File: src/rtl/mem_port_arbiter.sv
// Serializes the CPU's instruction and data request ports onto one shared
// physical-memory port, one transaction at a time, with round-robin on ties.
module mem_port_arbiter #(
  parameter int ADDR_WIDTH = 16,
  parameter int DATA_WIDTH = 16
) (
  input  logic                  clk,
  input  logic                  rst_n,

  input  logic                  imem_read,
  input  logic [ADDR_WIDTH-1:0] imem_address,
  output logic [DATA_WIDTH-1:0] imem_rdata,
  output logic                  imem_resp,

  input  logic                  dmem_read,
  input  logic                  dmem_write,
  input  logic [ADDR_WIDTH-1:0] dmem_address,
  input  logic [DATA_WIDTH-1:0] dmem_wdata,
  input  logic [1:0]            dmem_byte_enable,
  output logic [DATA_WIDTH-1:0] dmem_rdata,
  output logic                  dmem_resp,

  output logic                  pmem_read,
  output logic                  pmem_write,
  output logic [ADDR_WIDTH-1:0] pmem_address,
  output logic [DATA_WIDTH-1:0] pmem_wdata,
  output logic [1:0]            pmem_byte_enable,
  input  logic [DATA_WIDTH-1:0] pmem_rdata,
  input  logic                  pmem_resp
);

  typedef enum logic [1:0] {
    IDLE    = 2'd0,
    SERVE_I = 2'd1,
    SERVE_D = 2'd2,
    DONE    = 2'd3
  } state_t;

  state_t                state, state_nxt;
  logic [1:0]            rst_sync;
  logic                  run_ok;
  logic                  last_grant_d;
  logic                  req_i, req_d;
  logic                  grant_i, grant_d;
  logic [ADDR_WIDTH-1:0] lat_addr;
  logic [DATA_WIDTH-1:0] lat_wdata;
  logic [1:0]            lat_be;
  logic                  lat_write;

  // Reset asserts asynchronously; grants stay blocked until its release
  // has been seen on two clock edges.
  always_ff @(posedge clk or negedge rst_n) begin
    if (!rst_n) begin
      rst_sync <= 2'b00;
    end else begin
      rst_sync <= {rst_sync[0], 1'b1};
    end
  end

  assign run_ok = rst_sync[1];

  always_comb begin
    state_nxt = state;
    grant_i   = 1'b0;
    grant_d   = 1'b0;
    req_i     = imem_read & run_ok;
    req_d     = (dmem_read | dmem_write) & run_ok;
    case (state)
      IDLE: begin
        // On a tie the port that was not served last wins.
        if (req_d && (!req_i || !last_grant_d)) begin
          grant_d   = 1'b1;
          state_nxt = SERVE_D;
        end else if (req_i) begin
          grant_i   = 1'b1;
          state_nxt = SERVE_I;
        end
      end
      SERVE_I, SERVE_D: begin
        if (pmem_resp) begin
          state_nxt = DONE;
        end
      end
      DONE: begin
        state_nxt = IDLE;
      end
      default: begin
        state_nxt = IDLE;
      end
    endcase
  end

  always_comb begin
    pmem_read  = 1'b0;
    pmem_write = 1'b0;
    if (state == SERVE_I) begin
      pmem_read = 1'b1;
    end else if (state == SERVE_D) begin
      pmem_read  = ~lat_write;
      pmem_write = lat_write;
    end
  end

  assign pmem_address     = lat_addr;
  assign pmem_wdata       = lat_wdata;
  assign pmem_byte_enable = lat_be;

  always_ff @(posedge clk or negedge rst_n) begin
    if (!rst_n) begin
      state        <= IDLE;
      last_grant_d <= 1'b0;
      lat_addr     <= '0;
      lat_wdata    <= '0;
      lat_be       <= 2'b00;
      lat_write    <= 1'b0;
      imem_resp    <= 1'b0;
      dmem_resp    <= 1'b0;
      imem_rdata   <= '0;
      dmem_rdata   <= '0;
    end else begin
      state     <= state_nxt;
      imem_resp <= 1'b0;
      dmem_resp <= 1'b0;

      // Request latch: the shared port is driven only from here.
      if (grant_d) begin
        lat_addr  <= dmem_address;
        lat_wdata <= dmem_wdata;
        lat_be    <= dmem_write ? dmem_byte_enable : 2'b11;
        lat_write <= dmem_write;
      end else if (grant_i) begin
        lat_addr  <= imem_address;
        lat_be    <= 2'b11;
        lat_write <= 1'b0;
      end

      if (state == SERVE_I && pmem_resp) begin
        imem_rdata   <= pmem_rdata;
        imem_resp    <= 1'b1;
        last_grant_d <= 1'b0;
      end

      if (state == SERVE_D && pmem_resp) begin
        if (!lat_write) begin
          dmem_rdata <= pmem_rdata;
        end
        dmem_resp    <= 1'b1;
        last_grant_d <= 1'b1;
      end
    end
  end

endmodule

File: config.mk
export PLATFORM = sky130hd
export DESIGN_NAME = mem_port_arbiter
export DESIGN_NICKNAME = d
export VERILOG_FILES = /design/src/rtl/mem_port_arbiter.sv
export SDC_FILE = /design/constraint.sdc
export NUM_CORES = 1
export LEC_CHECK = 0
export CORE_UTILIZATION = 37
export CTS_CLUSTER_SIZE = 14
export DETAILED_ROUTE_END_ITERATION = 10
export GPL_TIMING_DRIVEN = 0
export PLACE_DENSITY = 0.76
export SKIP_LAST_GASP = 1
export SLEW_MARGIN = 30
export SYNTH_ARGS = -nofsm -noshare
export SYNTH_HDL_FRONTEND = slang
export SYNTH_SLANG_ARGS = --single-unit
File: constraint.sdc
create_clock -name clk -period 1.7 [get_ports clk]
set_clock_uncertainty 0.05 [all_clocks]
set_input_delay 0.51 -clock clk [delete_from_list [all_inputs] [get_ports clk]]
set_output_delay 0.51 -clock clk [all_outputs]
set_load 0.05 [all_outputs]
-- Word-level counts from Yosys, hierarchy flattened
Index checks and enable logic that the tools add are counted.
- word-level logic and storage cells: 56
- output and inout port bits: 70
- bits in registers: 74
- bitwise operators: 4
- reductions and logical operators: 12
- eq/ne operators: 5
- muxes and demuxes: 24
- operators by type and width (operator ; number):
    16-bit two-way mux ; 2
    1-bit two-way mux ; 15
    2-bit two-way mux ; 6
    2-bit one-hot mux with 3 select lines ; 1
    2-bit == test, second input constant ; 2
    2-bit AND reduction ; 2
    2-bit nonzero test ; 2
    1-bit logical AND ; 3
    3-bit != test, second input constant ; 1
    1-bit bitwise AND ; 2
    2-bit by 1-bit == test with 1-bit output, second input constant ; 1
    1-bit logical NOT ; 2
    2-bit logical NOT ; 1
    2-bit != test, second input constant ; 1
    2-bit OR reduction ; 1
    1-bit logical OR ; 1
    1-bit inverter ; 1
    1-bit OR ; 1

-- Longest topological paths before layout
Gate-level depths: netlist (run 1).
- word-level depth: 8
- gate-level depth with buffers: 7
- gate-level depth less buffers: 5

-- Worst setup path after synthesis (run 1)
OpenSTA, ideal clock, no wires.
- path kind: reg-to-output
- from: reg state[0]
- to: out pmem_write
- slack: -0.167 ns
- arrival: 1.307 ns
- stages on the path, launching flop included: 5
- path through: dfrtp_1 inv_1 ha_1 nand2_1 nor2_1
- longest elaborated chain between the ends: 3
- elaborated cells between the ends (all ways): 4
- those cells by class: 2 x eq/ne; 2 x mux
- ends and longest elaborated chain (item ; RTL line ; text):
    start, declared ; 39 ; state_t state, state_nxt;
    start signal, assigned ; 121 ; state <= state_nxt;
    2-bit == test ; 98 ; end else if (state == SERVE_D) begin
    1-bit two-way mux ; 98 ;
    1-bit two-way mux (*) ; 96 ; if (state == SERVE_I) begin
    end, declared ; 24 ; output logic pmem_write,
Every way passes the cells marked *; elsewhere a longest branch is shown, timed or not.

-- Worst setup path after layout (run 1)
- from: reg state[1]
- to: out pmem_read
- longest elaborated chain between the ends: 3
- elaborated cells between the ends (all ways): 4
- those cells by class: 2 x eq/ne; 2 x mux
- ends and longest elaborated chain (item ; RTL line ; text):
    2-bit == test ; 98 ;
    1-bit two-way mux ; 98 ;
    1-bit two-way mux (*) ; 96 ;
    end, declared ; 23 ; output logic pmem_read,
Marked as above.

==> results by group, run 1 <==
Layout
  – Synthesis-to-finish area growth: 60.5%
  – Share of layout cells above drive strength 1: 0.408
  – Finished Cell Area: around 0.005 mm²
  – Inserted Diodes: 0
  – Post-layout nets: between 400 and 500

STA
  – Slew Limit Fails: 0
  – Hold slack: about 74 ps
  – RSZ-0062 raised after global routing: true
  – Tmin final: between 1500 and 2000 ps
  – Setup violations, final: 13
  – Total Neg Setup Slack: -1660 ps
  – Hold Fails Final Rpt: 0
  – Final Cycle Share: 1.10
  – Max Clock Freq: ~530 MHz
  – Final setup margin: -172 ps

Floorplanning
  – Initial Util: 0.380
  – Die area: a little under 0.009 mm²
  – Core ar.: roughly 0.0082 mm²
  – Die Span Y: slightly above 90 µm
  – Rows: 33
  – Ports: 142
  – Die width: about 94 µm

Power
  – Sequential power share: 0.288
  – Max IR drop VDD: approximately 1.1 mV
  – Logic pwr share: 0.598
  – Internal: ~5.4 mW
  – Sw Share: 0.489
  – LEAKAGE: ~2.1 nW
  – Design Power: between 10 and 15 mW
  – Power Density: between 2000 and 2500 mW/mm²
  – Switch Pwr: roughly 5.2 mW
  – Clock share of power: 0.113

Placed design
  – Detailed placer's ending HPWL: around 5600 µm
  – Placement Setup Slack: -592 ps
  – IO Port Bufs: between 100 and 150
  – RePlAce Congestion: 0.793
  – Post-Place Cell Area: 0.00467 mm²

Yosys
  – Avg Synthesized Cell Area: 13.3 µm²
  – Yosys top cell by area: dfrtp_1
  – Number of flops mapped to enable cells by yosys: 0
  – Gate Count Post-Synth: between 200 and 250
  – Top post-synthesis cells by count: 74 x dfrtp_1, 48 x mux2_2, 20 x nand2_1
  – Seq/Total Area, Yosys: 0.597
  – Syn nets: between 300 and 400
  – Async SR Flop Fraction: 1.00
  – Area contributors post-synth: dfrtp_1 60%, mux2_2 17%, o31ai_1 4.1%
  – Post-synth top area share: 0.597
  – Synth Cell Area: just over 0.003 mm²
  – Most frequent cell after synthesis: dfrtp_1
  – Netlist cell types: 26
  – Top FF cell, synth: dfrtp_1
  – Yosys warns: 0
  – #FFs+latches synth: 74

Global route
  – Largest net degree at the start of global routing: 39
  – Global route overflow: 0
  – Layer with the highest usage: met2
  – GRT Total Usage: 0.181
  – Vias in the first global route: about 2.5k
  – First-pass GRT wire length: 12,200 µm
  – Met1 Use GR: 0.218
  – Met3 usage: 0.0447
  – Initial antenna violation count: 0
  – Met2 usage: 0.315

Drt
  – Via-to-Cell Ratio: between 4 and 5
  – Routed WL per cell: about 15 µm
  – # DRC: 0
  – Drt total wl: approximately 7600 µm
  – Drt first pass iters: 5
  – DRC marker count from the first detailed-route iteration: 92
  – ANT nets after route: 0
  – Via count: between 2k and 2.5k

Setup path
  – CP Max Fanout: 3
  – Data required time of the critical path: 1140 ps
  – Arr. time, crit path: 1310 ps
  – Startpoint Class: register
  – Slowest CP cell: dfrtp_1
  – Crit path launch: state[1]$_DFFE_PN0P_
  – CP Cell Sequence: inv_2 > ha_2 > a21o_1 > buf_6
  – Crit-path max cell delay: around 420 ps
  – Cells on worst reg2reg path: 7
  – Flop2flop setup slack: -150 ps
  – Reg2reg end: pmem_wdata[10]$_DFFE_PN0P_
  – CP endpoint: pmem_read
  – Worst setup EP type: output pin
  – Crit Path Class: register to output pin
  – Reg2reg start: state[0]$_DFFE_PN0P_

Run
  – Max Cap Viol: 0

CTS
  – Hold_buf cts: 0
  – Root Driver: clkbuf_8
  – Worst-path clk slew: ~80 ps
  – Num CTS Buffers: 9
  – Clock latency on the worst-skew pair: ~330 ps
  – CTS max path bufs: 2
  – TritonCTS clock tree: built
  – H-Tree Depth: 3
  – Sink Count: 74
  – Post-CTS Repair Setup Buffers: 0

Min path
  – HP Class: input port to asynchronous set/reset pin

Outcome
  – Status: finished with violations
  – Failing checks: setup timing
[per-layer routing]
layer | share of wire | routed length, µm | vias to the layer above
li1 | - | - | 1145
met1 | 0.42 | 3210 | 1215
met2 | 0.50 | 3840 | 91
met3 | 0.066 | 506 | 6
met4 | 0.0099 | 76 | 0
met5 | 0 | 0 | -
[per-stage QoR]
step                 util  cells
finish              0.609    497
global route        0.609    497
CTS                 0.608    497
global placement    0.569    480
floorplan               -    234
detailed placement  0.571    481
[power groups by stage]
stage	clock network (mW)	registers [mW]	logic, mW
2_1_floorplan	0	5.82	1.51
3_3_place_gp	0	3.03	6.41
3_5_place_dp	0	3.08	6.50
4_1_cts	1.23	3.06	6.36
5_1_grt	1.31	3.17	6.63
6_report	1.20	3.05	6.33
[flip-flops by register name, indices dropped and copies added, names as in the netlist]
name and cells:
dmem_rdata 16, imem_rdata 16, pmem_address 16, pmem_wdata 16, pmem_byte_enable 2, rst_sync 2, state 2, dmem_resp 1
imem_resp 1, last_grant_d 1, lat_write 1
[placed cells by master, fill, tap and decap left out, types with 2 or more instances in the layout]
master and instances:
a21boi_0 2, a21o_1 2, a21oi_1 18, and2_1 2
buf_2 2, buf_4 6, buf_6 5, clkbuf_1 3
clkbuf_8 10, clkdlybuf4s15_2 68, clkdlybuf4s50_1 67, clkinv_2 3
clkinvlp_4 2, dfrtp_1 74, dlygate4sd2_1 3, ha_2 2
inv_1 2, inv_2 2, mux2_2 48, nand2_1 17
nand2_2 2, nor3b_1 16, o22a_1 3, o31ai_1 17
[area by class of cell]
type	instances	area [µm²]
timing repair buffer	142	1510
fill	649	3190
multi-input combinational	142	1190
tap	105	131
inverter	4	15.0
clock inverter	5	30.0
buffer	14	109
clock buffer	11	141
sequential	74	1850
[worst min path at each step]
stage	to	slack (ps)
6_report	pmem_address[9]$_DFFE_PN0P_	70
5_1_grt	pmem_address[9]$_DFFE_PN0P_	120
4_1_cts	pmem_address[9]$_DFFE_PN0P_	90
3_5_place_dp	rst_sync[1]$_DFF_PN0_	290
3_3_place_gp	rst_sync[1]$_DFF_PN0_	280
2_1_floorplan	dmem_rdata[0]$_DFFE_PN0P_	160
[cells by family (layout without fill, tap and decap cells)]
family | count (synthesis) | after routing | share of synthesized area
flip-flops | 74 | 74 | 0.597
AO/OA/AOI/OAI | 48 | 48 | 0.109
AND/OR/NAND/NOR | 42 | 42 | 0.0738
buffers and inverters | 18 | 176 | 0.0331
other | 1 | 1 | 0.00121
adder cells (fa/ha/maj) | 3 | 3 | 0.0121
multiplexers | 48 | 48 | 0.174
[critical path: cells and delay by family (launching register included)]
| kind | cells | cell delay, ps |
|---|---|---|
| flops | 1 | 420 |
| fa+ha+maj | 1 | 190 |
| compound gates | 1 | 160 |
| buf+inv | 2 | 210 |
[repair_timing]
item / in CTS / in global routing
gates resized for setup: 237 / 4
cloned: 0 / 0
setup endpoints to repair: 122 / 45
pin swaps: 0 / 3
Note: power is estimated with default switching activity, not from simulation.
==> run 2, diff against run 1 <==
--- a/config.mk
+++ b/config.mk
@@ -5,6 +5,7 @@
 export SDC_FILE = /design/constraint.sdc
 export NUM_CORES = 1
 export LEC_CHECK = 0
+export ABC_CLOCK_PERIOD_IN_PS = 1700
 export CORE_UTILIZATION = 37
 export CTS_CLUSTER_SIZE = 14
 export DETAILED_ROUTE_END_ITERATION = 10
==> results of run 2 <==
The final DEF is identical to that of run 1; final timing and power are the same.
==> run 3, diff against run 2 <==
--- a/config.mk
+++ b/config.mk
@@ -6,6 +6,7 @@
 export NUM_CORES = 1
 export LEC_CHECK = 0
 export ABC_CLOCK_PERIOD_IN_PS = 1700
+export CORE_MARGIN = 4
 export CORE_UTILIZATION = 37
 export CTS_CLUSTER_SIZE = 14
 export DETAILED_ROUTE_END_ITERATION = 10
==> results by group, run 3 (synthesis gave the netlist of run 1 again) <==
Global route
  – Initial antenna violation count: 0
  – Global route overflow: 0
  – First-pass GRT wire length: ~13,000 µm
  – Vias in the first global route: approximately 2.7k
  – Largest net degree at the start of global routing: 39
  – GRT Total Usage: 0.171

CTS
  – Root Driver: clkbuf_8
  – Sink Count: 74
  – Num CTS Buffers: 9
  – TritonCTS clock tree: built
  – Worst-path clk slew: about 80 ps
  – Hold_buf cts: 0
  – CTS max path bufs: 2
  – Clock latency on the worst-skew pair: between 300 and 400 ps
  – H-Tree Depth: 3

STA
  – Final setup margin: -216 ps
  – Total Neg Setup Slack: -1480 ps
  – Slew Limit Fails: 0
  – Max Clock Freq: about 520 MHz
  – Hold Fails Final Rpt: 0
  – Setup violations, final: 27
  – Tmin final: about 1900 ps
  – RSZ-0062 raised after global routing: true
  – Final Cycle Share: 1.13

Drt
  – DRC marker count from the first detailed-route iteration: 58
  – # DRC: 0
  – Wire length on met2: between 4000 and 5000 µm
  – Wl on met1: about 3300 µm
  – Routed WL per cell: 16.5 µm
  – Met3 wire len: 667 µm
  – Drt total wl: roughly 8000 µm
  – Via count: approximately 2.5k
  – Via-to-Cell Ratio: 4.93
  – Max Used Layer: met4
  – ANT nets after route: 0
  – Drt first pass iters: 5

Floorplanning
  – Die Span Y: 99.6 µm
  – Initial Util: 0.380
  – Rows: 33
  – Core ar.: between 0.008 and 0.009 mm²
  – Die width: between 90 and 100 µm
  – Ports: between 100 and 150
  – Die area: approximately 0.01 mm²

Setup path
  – Worst setup EP type: output pin
  – Arr. time, crit path: roughly 1400 ps
  – CP Max Fanout: 3
  – Worst path bufs/invs: 2
  – CP Cell Sequence: inv_2 > ha_4 > a21o_1 > buf_6
  – Data required time of the critical path: ~1100 ps
  – Delay-heaviest family, CP: flip-flops
  – Slowest CP cell: dfrtp_1
  – Crit-path max cell delay: ~440 ps
  – Startpoint Class: register
  – Flop2flop setup slack: -60 ps
  – Crit Path Class: register to output pin

Min path
  – HP Class: input port to asynchronous set/reset pin

Run
  – Max Cap Viol: 0

Layout
  – Commonest non-fill, non-tap cells in the layout: 73 x dfrtp_1, 67 x clkdlybuf4s50_1, 66 x clkdlybuf4s15_2, 48 x mux2_2, 18 x a21oi_1
  – Final std cells w/o fill: 500
  – Synthesis-to-finish area growth: 63.7%
  – Fillers: 640
  – Share of layout cells above drive strength 1: 0.428
  – Inserted Diodes: 0
  – Commonest non-fill, non-tap cell in the layout: dfrtp_1
  – FF/Latch Area: roughly 0.0019 mm²
  – Multi-input combinational cell area: 0.00122 mm²
  – Post-layout nets: roughly 470

Power
  – Max IR drop VDD: about 1.2 mV
  – Power Density: roughly 2200 mW/mm²
  – LEAKAGE: around 2.1 nW

Placed design
  – Placed Instances: ~480
  – RePlAce Congestion: between 0.7 and 0.8
  – Detailed placer's ending HPWL: 6180 µm
  – IO Port Bufs: approximately 140

Outcome
  – Status: finished with violations
  – Failing checks: setup timing
==> run 3: cell count changes in the layout (fill, tap and decap cells not counted), sizes merged <==
cell / previous run / this run
buf: 15 / 17
bufinv: 0 / 1
clkdlybuf4s18: 0 / 2
clkinvlp: 2 / 1
dlygate4sd2: 3 / 1
inv: 4 / 5
==> run 3: final timing paths <==
kind,startpoint,end,cells after the start
hold / removal,rst_n,pmem_wdata[4]$_DFFE_PN0P_,1
min in group clk,rst_sync[0]$_DFF_PN0_,rst_sync[1]$_DFF_PN0_,0
hold reg to reg,rst_sync[0]$_DFF_PN0_,rst_sync[1]$_DFF_PN0_,0
max in group asynchronous,rst_n,state[1]$_DFFE_PN0P_,2
setup reg to reg,state[0]$_DFFE_PN0P_,pmem_wdata[9]$_DFFE_PN0P_,7
setup / recovery,state[0]$_DFFE_PN0P_,pmem_read,4
==> run 3: layout make-up <==
| class | count | share of cell area |
|---|---|---|
| clock buffer | 10 | 0.0271 |
| buffer | 14 | 0.0241 |
| sequential | 74 | 0.365 |
| multi-input combinational | 142 | 0.240 |
| tap | 105 | 0.0259 |
| timing repair buffer | 145 | 0.302 |
| clock inverter | 6 | 0.0128 |
| inverter | 4 | 0.00296 |
==> run 3: layer usage <==
layer | global-route usage | vias to the layer above
met1 | 0.207 | 1206
met3 | 0.0589 | 12
met4 | 0.0588 | 0
li1 | - | 1156
met2 | 0.285 | 91
met5 | 0 | -
==> run 3: stage by stage <==
step / area [µm²] / util / power (mW) / setup WS (ps) / hold slack, ps
floorplan: 3110 / - / 7.33 / 11.5 / 164
CTS: 5010 / 0.612 / 10.9 / -215 / 84.4
global route: 5080 / 0.621 / 11.5 / -292 / 103
detailed placement: 4670 / 0.571 / 9.62 / -631 / 292
finish: 5080 / 0.621 / 10.9 / -216 / 76.6
global placement: 4650 / 0.569 / 9.51 / -2490 / 285
==> run 3: timing repair <==
item	in CTS	in global routing
setup buffers	0	3
endpoints found under the setup margin	122	55
resized for setup	238	20
pin swaps	2	5
==> run 3: report_power, final <==
part           switching, mW  internal [mW]  leakage, nW  total [mW]
Sequential             0.444           2.61        0.888        3.05
Clock                  0.649          0.720        0.103        1.37
Combinational           4.18           2.32         1.15        6.50
==> RTL change: new RTL, config.mk and constraints of run 1 <==
Re-encode `state_t` (4 states) as Gray code, 2 bits wide.
--- a/src/rtl/mem_port_arbiter.sv
+++ b/src/rtl/mem_port_arbiter.sv
@@ -30,10 +30,10 @@
 );
 
   typedef enum logic [1:0] {
-    IDLE    = 2'd0,
-    SERVE_I = 2'd1,
-    SERVE_D = 2'd2,
-    DONE    = 2'd3
+    IDLE    = 2'b00,
+    SERVE_I = 2'b01,
+    SERVE_D = 2'b11,
+    DONE    = 2'b10
   } state_t;
 
   state_t                state, state_nxt;
Check against the original RTL: same outputs for any inputs over 10 cycles, from zero or initial values and one cycle with rst_n low; not proved beyond that.
==> RTL change against run 1 <==
Sequential power grew 2%. Worst setup slack better by 0.18 ns. Area after synthesis rose by 0.65%. Wire length grew 3.4%. Final area up 1.2%. Maximum frequency is 11% higher. Sequential cell count stayed put. Combinational power barely moved. First-iteration DRC count decreased by 30%. Total power up 2.4%. Global-route usage rose by 0.98 points. Critical path depth rose by 1. Highest routed layer unchanged.
==> RTL change: results (changes against run 1) <==
metric;value;unit;change
crit-path max FO;17;;+14
Max VDD drop;0.993;mV;-13%
vias in the first global route;2609;;+2.5%
Routed WL per cell;16.1;um;+5.0%
Detail Placement HPWL;5710;um;+1.3%
routability cong.;0.794;;+0.14%
Yosys cell types;31;;+19%
GR Util met1;0.234;;+0.0161
register area share after synthesis;0.593;;-0.00383
crit path DAT;1.86;ns;+0.55 ns
DR WL met2;3830;um;-0.34%
largest buffer count on any clock path;2;;unchanged
met1 wire length;3340;um;+4.0%
asr flop ratio synth;1.00;;unchanged
largest net degree at the start of global routing;44;;+13%
Leak;2.12;nW;+1.4%
M2 GR Usage;0.324;;+0.00926
gr usage total;0.191;;+0.00983
fraction of layout cells with a size suffix above 1;0.417;;+0.00850
synth top area cells;dfrtp_1, mux2_2, mux2_1;;
number of port buffers;141;;unchanged
# fillers;660;;+1.7%
Most used DFF post-synth;dfrtp_1;;
CTS H-tree depth;3;;unchanged
synthesized area per cell;13.9;um^2;+5.1%
met3 wire length;639;um;+26%
Setup WS pre-CTS;-0.612;ns;-0.0199 ns
Placed Cells;471;;-2.1%
yosys warns;0;;unchanged
placed instance area;4690;um^2;+0.56%
status;complete, no violations;;
grt met3 use;0.0518;;+0.00706
Root Driver;clkbuf_8;;
vias per cell;4.92;;-0.43%
Top Layer Used;met4;;
drt initial violations;64;;-30%
DR vias;2407;;-2.0%
DRT Pass-1 Iters;4;;-1
top cells by count, synth;dfrtp_1, mux2_2, a21oi_1, o21ai_0, nand3_1;;
Nets;451;;-2.4%
first-pass GRT wire length;12900;um;+6.1%
syn nets;296;;-4.2%
RTL change: changes by cell type after synthesis, sizes merged, moves of 2 or more:
cell     change
ha           -3
a21boi       -2
o211ai       +2
o21ai       +16
o2bb2ai      +2
nand2       -15
and3         +2
nand3       +14
o31ai       -17
nor3b       -15
a31oi       +14
and2         -2
RTL change: kinds of logic after synthesis:
logic type / share of synthesized area
AO/OA/AOI/OAI: 0.131
buffers and inverters: 0.0385
flip-flops: 0.593
multiplexers: 0.184
other: 0.00120
AND/OR/NAND/NOR: 0.0521
RTL change: report_power, final:
group          internal [mW]  switching, mW
clock network          0.757          0.649
registers               2.61          0.490
logic                   2.22           4.10
total                   5.59           5.24
RTL change: path summary, 6_finish.rpt:
check | start | to | slack [ns] | cells after the start
max reg2reg | state[1] | pmem_address[8] | 0.05 | 4
min | rst_n | pmem_address[1] | 0.06 | 1
max | pmem_resp | imem_rdata[8] | 0.009 | 5
min in group clk | rst_sync[0] | rst_sync[1] | 0.31 | 0
min reg2reg | rst_sync[0] | rst_sync[1] | 0.31 | 0
max in group asynchronous | rst_n | state[0] | 0.97 | 2
RTL change: cell type report:
class / count / area (um^2) / share of cell area
clock inverter: 4 / 50.0 / 0.00993
clock buffer: 12 / 155 / 0.0308
buffer: 13 / 123 / 0.0243
timing repair buffer: 145 / 1530 / 0.303
inverter: 3 / 11.3 / 0.00223
multi-input combinational: 133 / 1190 / 0.235
sequential: 74 / 1850 / 0.368
tap: 105 / 131 / 0.0261
RTL change: timing repair:
item	CTS	global route
setup endpoints to repair	124	28
setup buffers	3	0
pin swaps	1	1
resized for setup	228	25
hold endpoints to repair	0	0
RTL change: critical path: stages:
cell	delay, ns
clkdlybuf4s50_1	0.51
nand2_1	0.08
or2_1	0.25
buf_12	0.17
mux2_4	0.31
